[config.mk]
export PLATFORM = sky130hd
export DESIGN_NAME = serial_add_seq
export DESIGN_NICKNAME = d
export VERILOG_FILES = /design/src/rtl/serial_add_seq.sv
export SDC_FILE = /design/constraint.sdc
export NUM_CORES = 1
export LEC_CHECK = 0
export ABC_AREA = 1
export CAP_MARGIN = 25
export CORE_MARGIN = 3
export CORE_UTILIZATION = 30
export CTS_BUF_LIST = sky130_fd_sc_hd__clkbuf_4
export DETAILED_ROUTE_END_ITERATION = 8
export PLACE_DENSITY = 0.62
export SYNTH_ARGS = -nofsm -noshare
export SYNTH_HDL_FRONTEND = slang
export SYNTH_SLANG_ARGS = --single-unit
[constraint.sdc]
create_clock -name CLK -period 2.75 [get_ports CLK]
set_input_delay 0.55 -clock CLK [delete_from_list [all_inputs] [get_ports CLK]]
set_output_delay 0.55 -clock CLK [all_outputs]
set_load 0.1 [all_outputs]
[src/rtl/serial_add_seq.sv]
// Bit-serial N-bit adder sequencer driving an external 1-bit full-adder cell,
// LSB-first, one bit per clock, with the carry held in a register between bits.
module serial_add_seq #(
    parameter int N = 8
) (
    input  logic         CLK,
    input  logic         N_RESET,
    input  logic         START,
    input  logic [N-1:0] A,
    input  logic [N-1:0] B,
    input  logic         CIN,
    input  logic [1:0]   FA_Y,
    output logic         FA_A,
    output logic         FA_B,
    output logic         FA_C,
    output logic         BUSY,
    output logic         DONE,
    output logic [N-1:0] SUM,
    output logic         COUT
);

    localparam int CW = (N > 2) ? $clog2(N) : 1;
    localparam logic [CW-1:0] LAST_BIT = CW'(N - 1);

    localparam logic [1:0] IDLE  = 2'd0;
    localparam logic [1:0] SHIFT = 2'd1;
    localparam logic [1:0] FIN   = 2'd2;

    logic [1:0]    state;
    logic [N-1:0]  a_sh;
    logic [N-1:0]  b_sh;
    logic [N-1:0]  s_sh;
    logic          carry;
    logic [CW-1:0] cnt;

    always_ff @(posedge CLK) begin
        if (!N_RESET) begin
            state <= IDLE;
            a_sh  <= '0;
            b_sh  <= '0;
            s_sh  <= '0;
            carry <= 1'b0;
            cnt   <= '0;
            SUM   <= '0;
            COUT  <= 1'b0;
        end else begin
            case (state)
                SHIFT: begin
                    s_sh  <= {FA_Y[0], s_sh[N-1:1]};
                    carry <= FA_Y[1];
                    a_sh  <= {1'b0, a_sh[N-1:1]};
                    b_sh  <= {1'b0, b_sh[N-1:1]};
                    cnt   <= cnt + 1'b1;
                    if (cnt == LAST_BIT) begin
                        // Result registers take the final bit straight from the cell.
                        state <= FIN;
                        SUM   <= {FA_Y[0], s_sh[N-1:1]};
                        COUT  <= FA_Y[1];
                    end
                end
                default: begin
                    // IDLE and FIN both accept a new request.
                    if (START) begin
                        state <= SHIFT;
                        a_sh  <= A;
                        b_sh  <= B;
                        carry <= CIN;
                        cnt   <= '0;
                    end else begin
                        state <= IDLE;
                    end
                end
            endcase
        end
    end

    always_comb begin
        BUSY = (state == SHIFT);
        DONE = (state == FIN);
        FA_A = BUSY & a_sh[0];
        FA_B = BUSY & b_sh[0];
        FA_C = BUSY & carry;
    end

endmodule

* Word level (Yosys, flattened, before mapping)
Index checks and enable logic that the tools add are counted.
** Storage, ports and cells
- Output and inout port bits :: 14
- Word-level logic and storage cells :: 33
- Bits of input ports :: 22
- Register bits :: 39
** Cells by class
- Reduce and logical (&&, ||, !) cells :: 3
- Equal/unequal tests :: 4
- Mux-type cells :: 11
- Bitwise logic cells :: 4
- Add/sub/neg operators :: 1
** Operators with widths (count)
- 7-bit 2-to-1 mux :: 4
- 3-bit 2-to-1 mux :: 2
- 2-bit 2-to-1 mux :: 2
- 3-bit by 1-bit adder with 3-bit output, second input constant :: 1
- 1-bit AND :: 3
- 3-bit == test, second input constant :: 1
- 1-bit 2-to-1 mux :: 3
- 2-bit by 1-bit == test with 1-bit output, second input constant :: 1
- 2-bit == test, second input constant :: 1
- 2-bit by 1-bit != test with 1-bit output, second input constant :: 1
- 2-bit AND reduction :: 1
- 2-bit nonzero test :: 1
- 2-bit OR reduction :: 1
- 1-bit inverter :: 1

* Longest topological paths before layout
- Depth in word-level cells :: 3
- Depth in mapped cells :: 6
- Depth with buffers taken out :: 6

* Worst setup path before layout
Ideal clock, no wire load.
- Kind :: reg2out
- Start point :: reg state[1]
- End point :: out FA_A
- Stages on the path, launching flop included :: 5
- Path buffers :: 1
- Data required time :: 2200 ps
- Setup slack :: 267 ps
- Data arrival time :: 1933 ps
- Path through :: dfxtp_1 inv_2 nand2_4 buf_2 nor2_1
** On the way
- Longest elaborated chain between the ends :: 2
** Ends and longest elaborated chain
- from (decl) :: line 29 : logic [1:0] state;
- from (signal assigned) :: line 38 : state <= IDLE;
- from (signal assigned) :: line 56 : state <= FIN;
- from (signal assigned) :: line 64 : state <= SHIFT;
- 2-bit by 1-bit == test with 1-bit output :: line 78 : BUSY = (state == SHIFT);
- 1-bit AND :: line 80 : FA_A = BUSY & a_sh[0];
- to (decl) :: line 13 : output logic FA_A,
No other way between the ends.

* Final worst setup path
- Start point :: reg state[1]
- End point :: out FA_C
** On the way
- Longest elaborated chain between the ends :: 2
** Ends and longest elaborated chain
- 2-bit by 1-bit == test with 1-bit output :: line 78
- 1-bit AND :: line 82 : FA_C = BUSY & carry;
- to (decl) :: line 15 : output logic FA_C,
No other way between the ends.

==> results.txt <==
Min Tclk post-route - 2320 ps
Vias in the first global route - 1509
Root buf cell - clkbuf_4
Post-cts repair resize count - 0
Antenna violations before repair - 0
Final hold violation count - 0
First-pass GRT wire length - 6.68 mm
Power Dens Cells - 499 nW/um^2
Clock transition at path regs - 110 ps
Layout cells sized above 1 - 0.116
Worst setup path category - reg2out
Slew @ Worst Pin - 536 ps
Final setup vio count - 0
Period utilization - 0.844
Critical Path AT - 1770 ps
CP endpoint kind - output port
Post-DP HPWL - 2.48 mm
Synth unique cells - 19
Mapped Avg Cell Area - 6.99 sq um
Yosys reg bits - 38
TritonCTS clock tree - done
Setup TNS - 0 ps
Sequential fraction of the synthesis area - 0.446
Remaining DRCs - 0
Worst min path class - reg2reg
Number of port buffers - 35
Synth area leader - dfxtp_1
Io pins - 36
Post-synth top cells - 61 x nand2_1, 50 x nand3_1, 38 x dfxtp_1, 22 x nor2_1, 20 x inv_1
Dominant synthesized flop cell - dfxtp_1
Synthesized Nets - 268
DRT antenna net count - 0
Final WS setup - 430 ps
Vias - 1576
Setup repair after global routing missed its margin - no
Initial DRC Count - 111
Static leakage - 0.963 nW
Area of the multi-input gates - 762 sq um
Die area - 6630 sq um
NumNets Final - 299
Post-CTS Setup Bufs - 0
Clk buf depth - 2
Outcome - complete, no violations
Worst EP required - 2200 ps
GRT Total Usage - 0.131
Hold_buf cts - 0
# Max-Cap Violations - 0
DR pass1 iterations - 4
Largest net degree at the start of global routing - 45
Clk sinks - 38
Relative slew margins - 0.641
Drt total wl - 3.75 mm
H-Tree Level Count - 2
FMAX - 431 MHz
Clock buffer count from CTS - 5
Per-cell routed wire length - 10.8 microns
Top-count cell post-synth - nand2_1
Grt ovf - 0
Top post-synthesis cells by area - dfxtp_1 45%, nand3_1 15%, nand2_1 13%
GP Congestion - 0.731
Clk_lat worst skew - 350 ps
Final-report max-slew violation count - 0
Die Y - 81.4 microns
Starting Density - 0.322
Post-synth EDFFs - 0
Setup crit start kind - flop
Area Overhead vs Synth - 26.0%
Pre-CTS setup slack - 819 ps
Setup Skew - 4.62 ps
Area share of the largest cell type after synthesis - 0.446
Asr flop ratio synth - 0
Max IR drop VDD - 0.000143 V
# rows - 26
CORE AREA - 5300 sq um
ANT cells - 0
Die Wd - 81.4 microns
CP Max Fanout - 44
Post-synthesis cell area - 1710 sq um
Syn Inst Count - 244
Register area - 761 sq um
Yosys warning count - 0
Via/cell ratio - 4.55
FILL cells - 565
## flip-flops by register name, summed over array words and instances, names as in the netlist
name   count
cnt        3
COUT       1
carry      1
SUM        8
state      2
b_sh       8
a_sh       8
s_sh       7
## layout by cell type (no fill, tap or decap), drive strengths merged
master          n
inv            23
dfxtp          38
clkbuf          6
nor3            1
nand3          50
nor2           24
a21oi          19
ha              2
nand2          63
clkdlybuf4s50  21
o21ai           8
clkinv          3
buf            18
## per-layer routing
metal | vias to the layer above | track usage | part of all wire
li1 | 840 | - | -
met1 | 700 | 0.168 | 0.48
met2 | 30 | 0.200 | 0.45
met3 | 6 | 0.0466 | 0.050
met4 | 0 | 0.0507 | 0.019
met5 | - | 0 | 0
## metrics by stage
step                cells  hold slack [ps]   util  cell area (sq um)  total power, mW
detailed placement    338              457  0.395               2100            0.796
global route          346              501  0.405               2150             1.14
global placement      338              457  0.395               2100            0.795
finish                346              469  0.405               2150             1.07
floorplan             244              436      -               1710            0.735
CTS                   346              471  0.405               2150             1.08
## report_power, final
| group | switching [mW] | internal [mW] | total (mW) | leakage (nW) |
|---|---|---|---|---|
| registers | 0.0171 | 0.581 | 0.598 | 0.312 |
| logic | 0.105 | 0.0786 | 0.184 | 0.618 |
| clock network | 0.184 | 0.106 | 0.290 | 0.0331 |
## final cells by class
cell class | instances | area share
Clock buffer | 6 | 0.0210
Clock inverter | 2 | 0.00407
Inverter | 24 | 0.0419
Multi-Input combinational cell | 167 | 0.354
Sequential cell | 38 | 0.354
Tap cell | 70 | 0.0407
Timing Repair Buffer | 39 | 0.184
## critical path, cell delays in order, from the launching register on
cell and delay, ps:
dfxtp_1 340, inv_2 250, nand2_4 310, nor2_1 280, buf_12 210
## path summary, 6_finish.rpt
path | slack [ps] | from | end | cells after the start
max | 430 | state[1] | FA_C | 4
min | 470 | a_sh[7] | a_sh[7] | 2
max reg2reg | 1260 | state[1] | SUM[7] | 5
min reg2reg | 470 | a_sh[7] | a_sh[7] | 2
## logic make-up after synthesis
logic type,share of synthesized area
flops,0.446
simple gates,0.353
buf+inv,0.107
fa+ha+maj,0.0147
compound gates,0.0792
No activity file was read; power rests on OpenSTA's default activity.
